--- src/rtl/mult_pkg.sv ---
// rtl/mult_pkg.sv - shared types and helpers for the sequential multiplier
//
// Purpose: state encoding and magnitude/negate helpers for mult_seq.
// The helpers work on a wide MAX_W container; callers sign- or zero-extend
// into it and truncate the result back to their own width with a size cast.
// No ports (package).
package mult_pkg;

  typedef enum logic [1:0] {IDLE, LOOP, DONE} mult_state_t;

  // Widest container the helpers handle; covers P_WIDTH up to 128.
  localparam int MAX_W = 128;

  // Magnitude of a sign-extended operand. -2^(W-1) maps to 2^(W-1), which
  // still fits the operand's own width once truncated as unsigned.
  function automatic logic [MAX_W-1:0] abs_u(input logic [MAX_W-1:0] x);
    return x[MAX_W-1] ? (~x + MAX_W'(1)) : x;
  endfunction

  // Two's-complement negate; the caller truncates to P_WIDTH.
  function automatic logic [MAX_W-1:0] neg_p(input logic [MAX_W-1:0] x);
    return ~x + MAX_W'(1);
  endfunction

endpackage

--- src/rtl/mult_seq.sv ---
// rtl/mult_seq.sv - sequential signed shift-add multiplier
//
// Purpose: multiplies two signed operands one multiplier bit per cycle on
// the operand magnitudes, then applies the sign once at the end.
// Optional feature macro: MULT_EARLY_EXIT_EN (leave the loop as soon as the
// remaining multiplier bits are all zero).
// Ports:
//   clk        in   rising-edge clock
//   reset      in   asynchronous, active-high
//   valid_in   in   operands valid
//   in_ready   out  high only while idle
//   a          in   A_WIDTH signed multiplicand
//   b          in   B_WIDTH signed multiplier
//   product    out  P_WIDTH signed product, registered, held after consume
//   valid_out  out  product valid, held until out_ready
//   out_ready  in   downstream accepts product
module mult_seq
  import mult_pkg::*;
#(
  parameter int A_WIDTH = 32,
  parameter int B_WIDTH = 32
) (
  input  logic                       clk,
  input  logic                       reset,
  input  logic                       valid_in,
  output logic                       in_ready,
  input  logic [A_WIDTH-1:0]         a,
  input  logic [B_WIDTH-1:0]         b,
  output logic [A_WIDTH+B_WIDTH-1:0] product,
  output logic                       valid_out,
  input  logic                       out_ready
);

  localparam int P_WIDTH = A_WIDTH + B_WIDTH;
  localparam int CNT_W   = (B_WIDTH > 1) ? $clog2(B_WIDTH) : 1;

  mult_state_t        state_q, state_d;
  logic [P_WIDTH-1:0] ma_q, ma_d;
  logic [B_WIDTH-1:0] mb_q, mb_d;
  logic [P_WIDTH-1:0] acc_q, acc_d;
  logic [CNT_W-1:0]   cnt_q, cnt_d;
  logic               sign_q, sign_d;
  logic [P_WIDTH-1:0] product_q, product_d;
  logic               valid_out_q, valid_out_d;
  logic               in_ready_q, in_ready_d;

  logic [P_WIDTH-1:0] acc_sum;
  logic [B_WIDTH-1:0] mb_shift;
  logic [A_WIDTH-1:0] abs_a;
  logic [B_WIDTH-1:0] abs_b;
  logic               loop_exit;

  always_comb begin
    state_d     = state_q;
    ma_d        = ma_q;
    mb_d        = mb_q;
    acc_d       = acc_q;
    cnt_d       = cnt_q;
    sign_d      = sign_q;
    product_d   = product_q;
    valid_out_d = valid_out_q;
    in_ready_d  = in_ready_q;

    abs_a    = A_WIDTH'(abs_u(MAX_W'($signed(a))));
    abs_b    = B_WIDTH'(abs_u(MAX_W'($signed(b))));
    // The final iteration's partial product is folded in here so the
    // LOOP->DONE edge can load the finished result directly.
    acc_sum  = acc_q + (mb_q[0] ? ma_q : '0);
    mb_shift = mb_q >> 1;
`ifdef MULT_EARLY_EXIT_EN
    loop_exit = (cnt_q == CNT_W'(B_WIDTH - 1)) || (mb_shift == '0);
`else
    loop_exit = (cnt_q == CNT_W'(B_WIDTH - 1));
`endif

    case (state_q)
      IDLE: begin
        if (valid_in && in_ready_q) begin
          ma_d       = P_WIDTH'(abs_a);
          mb_d       = abs_b;
          sign_d     = a[A_WIDTH-1] ^ b[B_WIDTH-1];
          acc_d      = '0;
          cnt_d      = '0;
          in_ready_d = 1'b0;
          state_d    = LOOP;
        end
      end
      LOOP: begin
        acc_d = acc_sum;
        ma_d  = ma_q << 1;
        mb_d  = mb_shift;
        cnt_d = cnt_q + CNT_W'(1);
        if (loop_exit) begin
          // A zero magnitude is never negated, so a zero result is never -0.
          product_d   = (sign_q && (acc_sum != '0))
                        ? P_WIDTH'(neg_p(MAX_W'(acc_sum))) : acc_sum;
          valid_out_d = 1'b1;
          state_d     = DONE;
        end
      end
      DONE: begin
        if (out_ready) begin
          valid_out_d = 1'b0;
          in_ready_d  = 1'b1;
          state_d     = IDLE;
        end
      end
      default: begin
        valid_out_d = 1'b0;
        in_ready_d  = 1'b1;
        state_d     = IDLE;
      end
    endcase
  end

  always_ff @(posedge clk or posedge reset) begin
    if (reset) begin
      state_q     <= IDLE;
      ma_q        <= '0;
      mb_q        <= '0;
      acc_q       <= '0;
      cnt_q       <= '0;
      sign_q      <= 1'b0;
      product_q   <= '0;
      valid_out_q <= 1'b0;
      in_ready_q  <= 1'b1;
    end else begin
      state_q     <= state_d;
      ma_q        <= ma_d;
      mb_q        <= mb_d;
      acc_q       <= acc_d;
      cnt_q       <= cnt_d;
      sign_q      <= sign_d;
      product_q   <= product_d;
      valid_out_q <= valid_out_d;
      in_ready_q  <= in_ready_d;
    end
  end

  assign product   = product_q;
  assign valid_out = valid_out_q;
  assign in_ready  = in_ready_q;

endmodule

--- config.mk ---
export PLATFORM = sky130hd
export DESIGN_NAME = mult_seq
export DESIGN_NICKNAME = d
export VERILOG_FILES = /design/src/rtl/mult_pkg.sv /design/src/rtl/mult_seq.sv
export SDC_FILE = /design/constraint.sdc
export NUM_CORES = 1
export LEC_CHECK = 0
export CORE_MARGIN = 2
export CORE_UTILIZATION = 55
export DETAILED_ROUTE_END_ITERATION = 12
export GPL_TIMING_DRIVEN = 0
export PLACE_DENSITY = 0.8
export SKIP_LAST_GASP = 1
export SYNTH_ARGS = -nofsm -noshare
export SYNTH_HDL_FRONTEND = slang
export SYNTH_SLANG_ARGS = --single-unit
--- constraint.sdc ---
create_clock -name clk -period 15.55 [get_ports clk]
set_input_delay 3.11 -clock clk [delete_from_list [all_inputs] [get_ports clk]]
set_output_delay 3.11 -clock clk [all_outputs]
set_load 0.01 [all_outputs]
# ---- Word-level counts from Yosys, hierarchy flattened
# Index checks and enable logic that the tools add are counted.
dict set report totals {
  ff_bits 234
}
dict set report op_classes {
  reduce_logical 11
  n_bitwise 6
  add_sub_neg 5
  muxes 22
  eq_ne 6
}
# op n
set ops {}
lappend ops {{$mux 64} 4}
lappend ops {{$pmux 64 s2} 2}
lappend ops {{$mux 32} 3}
lappend ops {{$add 32x1->32 const B} 2}
lappend ops {{$add 64x1->64 const B} 1}
lappend ops {{$add 64x64->64} 1}
lappend ops {{$not 32->32} 2}
lappend ops {{$not 64->64} 1}
lappend ops {{$pmux 32 s2} 1}
lappend ops {{$reduce_bool 64->1} 1}
lappend ops {{$pmux 5 s2} 1}
lappend ops {{$reduce_and 3->1} 3}
lappend ops {{$mux 2} 3}
lappend ops {{$ne 2x2->1 const B} 3}
lappend ops {{$pmux 1 s3} 2}
lappend ops {{$pmux 2 s3} 1}
lappend ops {{$reduce_and 2->1} 3}
lappend ops {{$add 5x1->5 const B} 1}
lappend ops {{$eq 5x5->1 const B} 1}
lappend ops {{$mux 5} 1}
lappend ops {{$mux 1} 4}
lappend ops {{$eq 2x1->1 const B} 1}
lappend ops {{$eq 2x2->1 const B} 1}
lappend ops {{$logic_and 1x1->1} 2}
lappend ops {{other kinds (4)} 5}

# ---- Depth between registers and ports, before layout
dict set report logic_depth {
  depth_word 5
  mapped_depth 20
  ltp_nobuf 16
}

# ---- Least setup slack after synthesis
# No wires, ideal clock.
dict set report synth_path {
  path_kind {input to register}
  start {in a[15]}
  end {reg ma_q[29]}
  required_ns 15.415
  n_path_buf 0
  arrival_time_ns 5.653
  cell_stages 9
  setup_slack_ns 9.762
  path_cell_list {or4_1 -> or3_1 -> or4_1 -> or4_1 -> nor3_1 -> nand2b_1 -> o31ai_1 -> xor2_1 -> o21ai_0}
}
dict set report synth_between {
  elab_chain_len 5
}
# item line_no
set synth_rtl {}
lappend synth_rtl {{start: declaration} mult_seq.sv:27} ;# input logic [A_WIDTH-1:0] a,
lappend synth_rtl {{$not 32->32} mult_pkg.sv:17} ;# return x[MAX_W-1] ? (~x + MAX_W'(1)) : x;
lappend synth_rtl {{$add 32x1->32} mult_pkg.sv:17}
lappend synth_rtl {{$mux 32} mult_pkg.sv:17}
lappend synth_rtl {{$mux 64} mult_seq.sv:78} ;# if (valid_in && in_ready_q) begin
lappend synth_rtl {{$pmux 64 s2} mult_seq.sv:76} ;# case (state_q)
lappend synth_rtl {{end signal: assignment} mult_seq.sv:129} ;# ma_q <= ma_d;
lappend synth_rtl {{end: declaration} mult_seq.sv:38} ;# logic [P_WIDTH-1:0] ma_q, ma_d;
# No other way between the ends. The select of a mux whose other input is x is not followed.
# A chain may end at the register's enable or synchronous reset.

# ---- Final worst setup path
dict set report layout_path {
  start {reg mb_q[0]}
  end {reg product_q[37] (netlist: product[37])}
}
dict set report layout_between {
  elab_chain_len 5
  word_cells_on_any_way 7
  cone_classes {2 x add/sub; 2 x mux; 1 x bitwise; 2 x reduce/logical}
}
# item line_no
set layout_rtl {}
lappend layout_rtl {{start: declaration} mult_seq.sv:39} ;# logic [B_WIDTH-1:0] mb_q, mb_d;
lappend layout_rtl {{start signal: assignment} mult_seq.sv:130} ;# mb_q <= mb_d;
lappend layout_rtl {{$mux 64 (*)} mult_seq.sv:68} ;# acc_sum = acc_q + (mb_q[0] ? ma_q : '0);
lappend layout_rtl {{$add 64x64->64 (*)} mult_seq.sv:68}
lappend layout_rtl {{$not 64->64 / $reduce_bool 64->1 (equally long branches)} {mult_pkg.sv:22, mult_seq.sv:95}}
lappend layout_rtl {{$add 64x1->64 / $logic_and 1x1->1 (equally long branches)} {mult_pkg.sv:22, mult_seq.sv:95}}
lappend layout_rtl {{$mux 64 (*)} mult_seq.sv:96} ;# ? P_WIDTH'(neg_p(MAX_W'(acc_sum))) : acc_sum;
lappend layout_rtl {{end signal: assignment} mult_seq.sv:134} ;# product_q <= product_d;
lappend layout_rtl {{end: declaration} mult_seq.sv:43} ;# logic [P_WIDTH-1:0] product_q, product_d;
# Mark *: on every way between the ends. The rest lies on a longest branch, timed or not.

==> flow_summary.ini <==
[final_layout]
area_delta_synth_final_pct = 16.1
layout.cells.non_filler = 2711
nNetsFinal = 2424
fillers = 2667
multi_input_area_sq_um = 10900
regArea_sq_um = 5860
drive_gt1_frac = 0.0620
utilization = 0.645
final_area_sq_um = 20300

[clock_network]
hold_buffers = 0
cts.sinks = 234
clkLatencyLatePin_ns = 0.57
cts_setup_buffers = 0
cts.clk_slew.worst_paths_ns = 0.07
cts_made_buffers = 27
clk_path_buf_depth = 3
htreeDepth = 1
tritoncts = yes
clockRootBuffer = clkbuf_16
cts_resized = 0

[sta]
setup_slack_ns = 8.68
finalHoldViolCount = 0
max_freq_ghz = 0.146
fin_tns_setup_ns = 0
relSlewSlack = 0.156
period_share = 0.442
setup_violations = 0
maxSlewViolCount = 0
tightestPinTransition_ns = 1.26
fin_skew_ns = 0.0234
rsz0062_at_grt = false
min_period_ns = 6.87

[synthesis]
yosys.area_share.simple = 0.224
synth_top_area_cell = dfrtp_1
syn_nets = 2260
synth_xor_area_frac = 0.0743
synth.top_cells.by_count = nand2_1, o21ai_0, dfrtp_1, clkbuf_1, a21oi_1
syn_avg_cell_area_sq_um = 8.22
synth_top_family_by_area = compound AO/OA/AOI/OAI gates
async_flop_share = 1.00
yosys.cell_count.top_type = nand2_1
synth_flop_cell = dfrtp_1
yosysWarnings = 0
netlist_top_cells_area = dfrtp_1, o21ai_0, nand2_1, xor2_1, ha_1
synth.area.mux_share = 0.0146
yosysUniqueCellTypes = 94
synth-compound-area-share = 0.263
synth_edf_count = 0
synthCells = 2123
netlist_area_sq_um = 17400
ys_ff_latch = 234
synthAdderAreaFrac = 0.0499
synth_seq_area_share = 0.336
synth_top_cell_area_share = 0.334

[critical_path]
arrival_ns = 7.31
worstPathRequired_ns = 16.00
crit_chain = clkbuf_1 -> clkbuf_1 -> and2_1 -> ha_1 -> inv_1 -> fa_1 -> nand2b_1 -> a211oi_4 -> o211ai_2 -> a2111oi_4 -> o31ai_2 -> xor2_1 -> inv_1 -> nor4b_4 -> nand4_4 -> o21ai_4 -> buf_6 -> mux2i_1 -> nand3_1
cp_max_fo = 10
critPathCaptureType = flop
crit-reg2reg-launch = mb_q[0]
ff2ff_setup_slack_ns = 8.68
reg2reg_to = product[37]
reg2reg_depth = 19
startpoint = mb_q[0]
critPathMaxStageDelay_ns = 0.83
path_class = flop to flop
start_kind = flop
crit_path_top_delay_cell = a2111oi_4

[min_path]
hold_start = product[36]
hold_path_depth = 2
hold_path_end = product[36]
worstHoldPathType = flop to flop

[grt]
grt_antenna_before_repair = 1
grt_max_degree = 128
grt_pass1_vias = 16300
grt_overflow_total = 0
track_usage = 0.345
grt_pass1_wl_microns = 89700

[floorplanning]
dieHeight_microns = 182
start_util = 0.556
ios = 134
die_area_sq_um = 33200
coreArea_sq_um = 31400
rows = 65
fp.dieW_microns = 182

[placement]
dp.cells = 2659
port_buffers = 133
pre_cts_ws_ns = 8.95
gp_congestion = 0.978
dp_hpwl_microns = 45900
place_area_sq_um = 19300

[power_and_ir_drop]
p_leak_nw = 8.55
vdd_ir_drop_max_mv = 0.132
power_density_nw_per_um2 = 166

[drt]
route.vias.total = 17400
wl_met2_microns = 25500
wire_per_inst_microns = 21.5
drtIter0Drc = 1760
wl_met1_microns = 25000
routed_wl_microns = 58200
route.detailed.drc = 0
viasPerCell = 6.40
wl_met3_microns = 5860
routed.top_layer = met4
drt_first_pass_iters = 6
postRouteAntennaNets = 0

[run_status]
status = completed

[run]
maxCapViolCount = 0
## critical path, delay by kind of cell, from the launching register on
kind	cells	cell delay [ns]
AOI/OAI and AO/OA	5	1.97
buffers and inverters	5	1.64
and+or+nand+nor	5	1.24
adders and majority gates	2	0.70
xor gates and xnor gates	1	0.63
DFF	1	0.35
muxes	1	0.22
## through the flow
| stage | hold slack, ns | power (mW) |
|---|---|---|
| after floorplan | 0.449 | 2.05 |
| after global placement | 0.460 | 2.59 |
| after detailed placement | 0.470 | 2.64 |
| after CTS | 0.484 | 3.31 |
| after global routing | 0.497 | 3.56 |
| final | 0.479 | 3.36 |
## logic make-up (layout without fill, tap and decap cells)
kind of cell               Yosys count  in the layout
and+or+nand+nor                    784            784
muxes                               25             25
adders and majority gates           69             69
buffers and inverters              162            347
DFF                                234            234
xor gates and xnor gates           148            148
AOI/OAI and AO/OA                  701            701
other                                0              1
## registers in the layout (all words and copies together) (netlist names)
name       count
cnt_q          5
in_ready       1
mb_q          32
acc_q         64
state_q        2
valid_out      1
sign_q         1
product       64
ma_q          64
## placed cells by master, fill, tap and decap left out, types with 33 or more instances in the layout
| cell type | instances |
|---|---|
| a21oi_1 | 104 |
| o21ai_0 | 276 |
| ha_1 | 68 |
| nand2_1 | 316 |
| dfrtp_1 | 233 |
| nand3_1 | 87 |
| nor2_1 | 102 |
| and2_1 | 75 |
| a22oi_1 | 64 |
| clkbuf_1 | 111 |
| xor2_1 | 99 |
| nor3_1 | 33 |
| xnor2_1 | 49 |
| clkdlybuf4s50_1 | 133 |
| nand4_1 | 36 |
## cell type report
class,count,share of cell area
diodes,1,0.000124
clock inverters,12,0.00667
flip-flops and latches,234,0.289
clock buffers,38,0.0393
inverters,23,0.00463
well taps,402,0.0248
multi-input cells,1727,0.539
repair buffers,135,0.0674
plain buffers,139,0.0284
## metal layers
layer | global-route usage | up-vias
li1 | - | 8082
met1 | 0.472 | 8323
met4 | 0.119 | 0
met5 | 0 | -
met3 | 0.0858 | 116
met2 | 0.535 | 838
## worst max path at each step
stage / depth (start not counted) / to / slack, ns
after floorplan: 1 / acc_q[0] / 6.02
after global placement: 2 / product[42] / 2.96
after detailed placement: 10 / ma_q[29] / 8.95
after CTS: 19 / product[37] / 8.93
after global routing: 19 / product[39] / 8.48
final: 19 / product[37] / 8.68
## power breakdown
part / leakage (nW) / total, mW / switching, mW / internal [mW]
combinational: 4.93 / 1.75 / 1.15 / 0.606
clock: 0.454 / 0.672 / 0.280 / 0.393
sequential: 3.17 / 0.933 / 0.130 / 0.803
No activity file was read; power rests on OpenSTA's default activity.
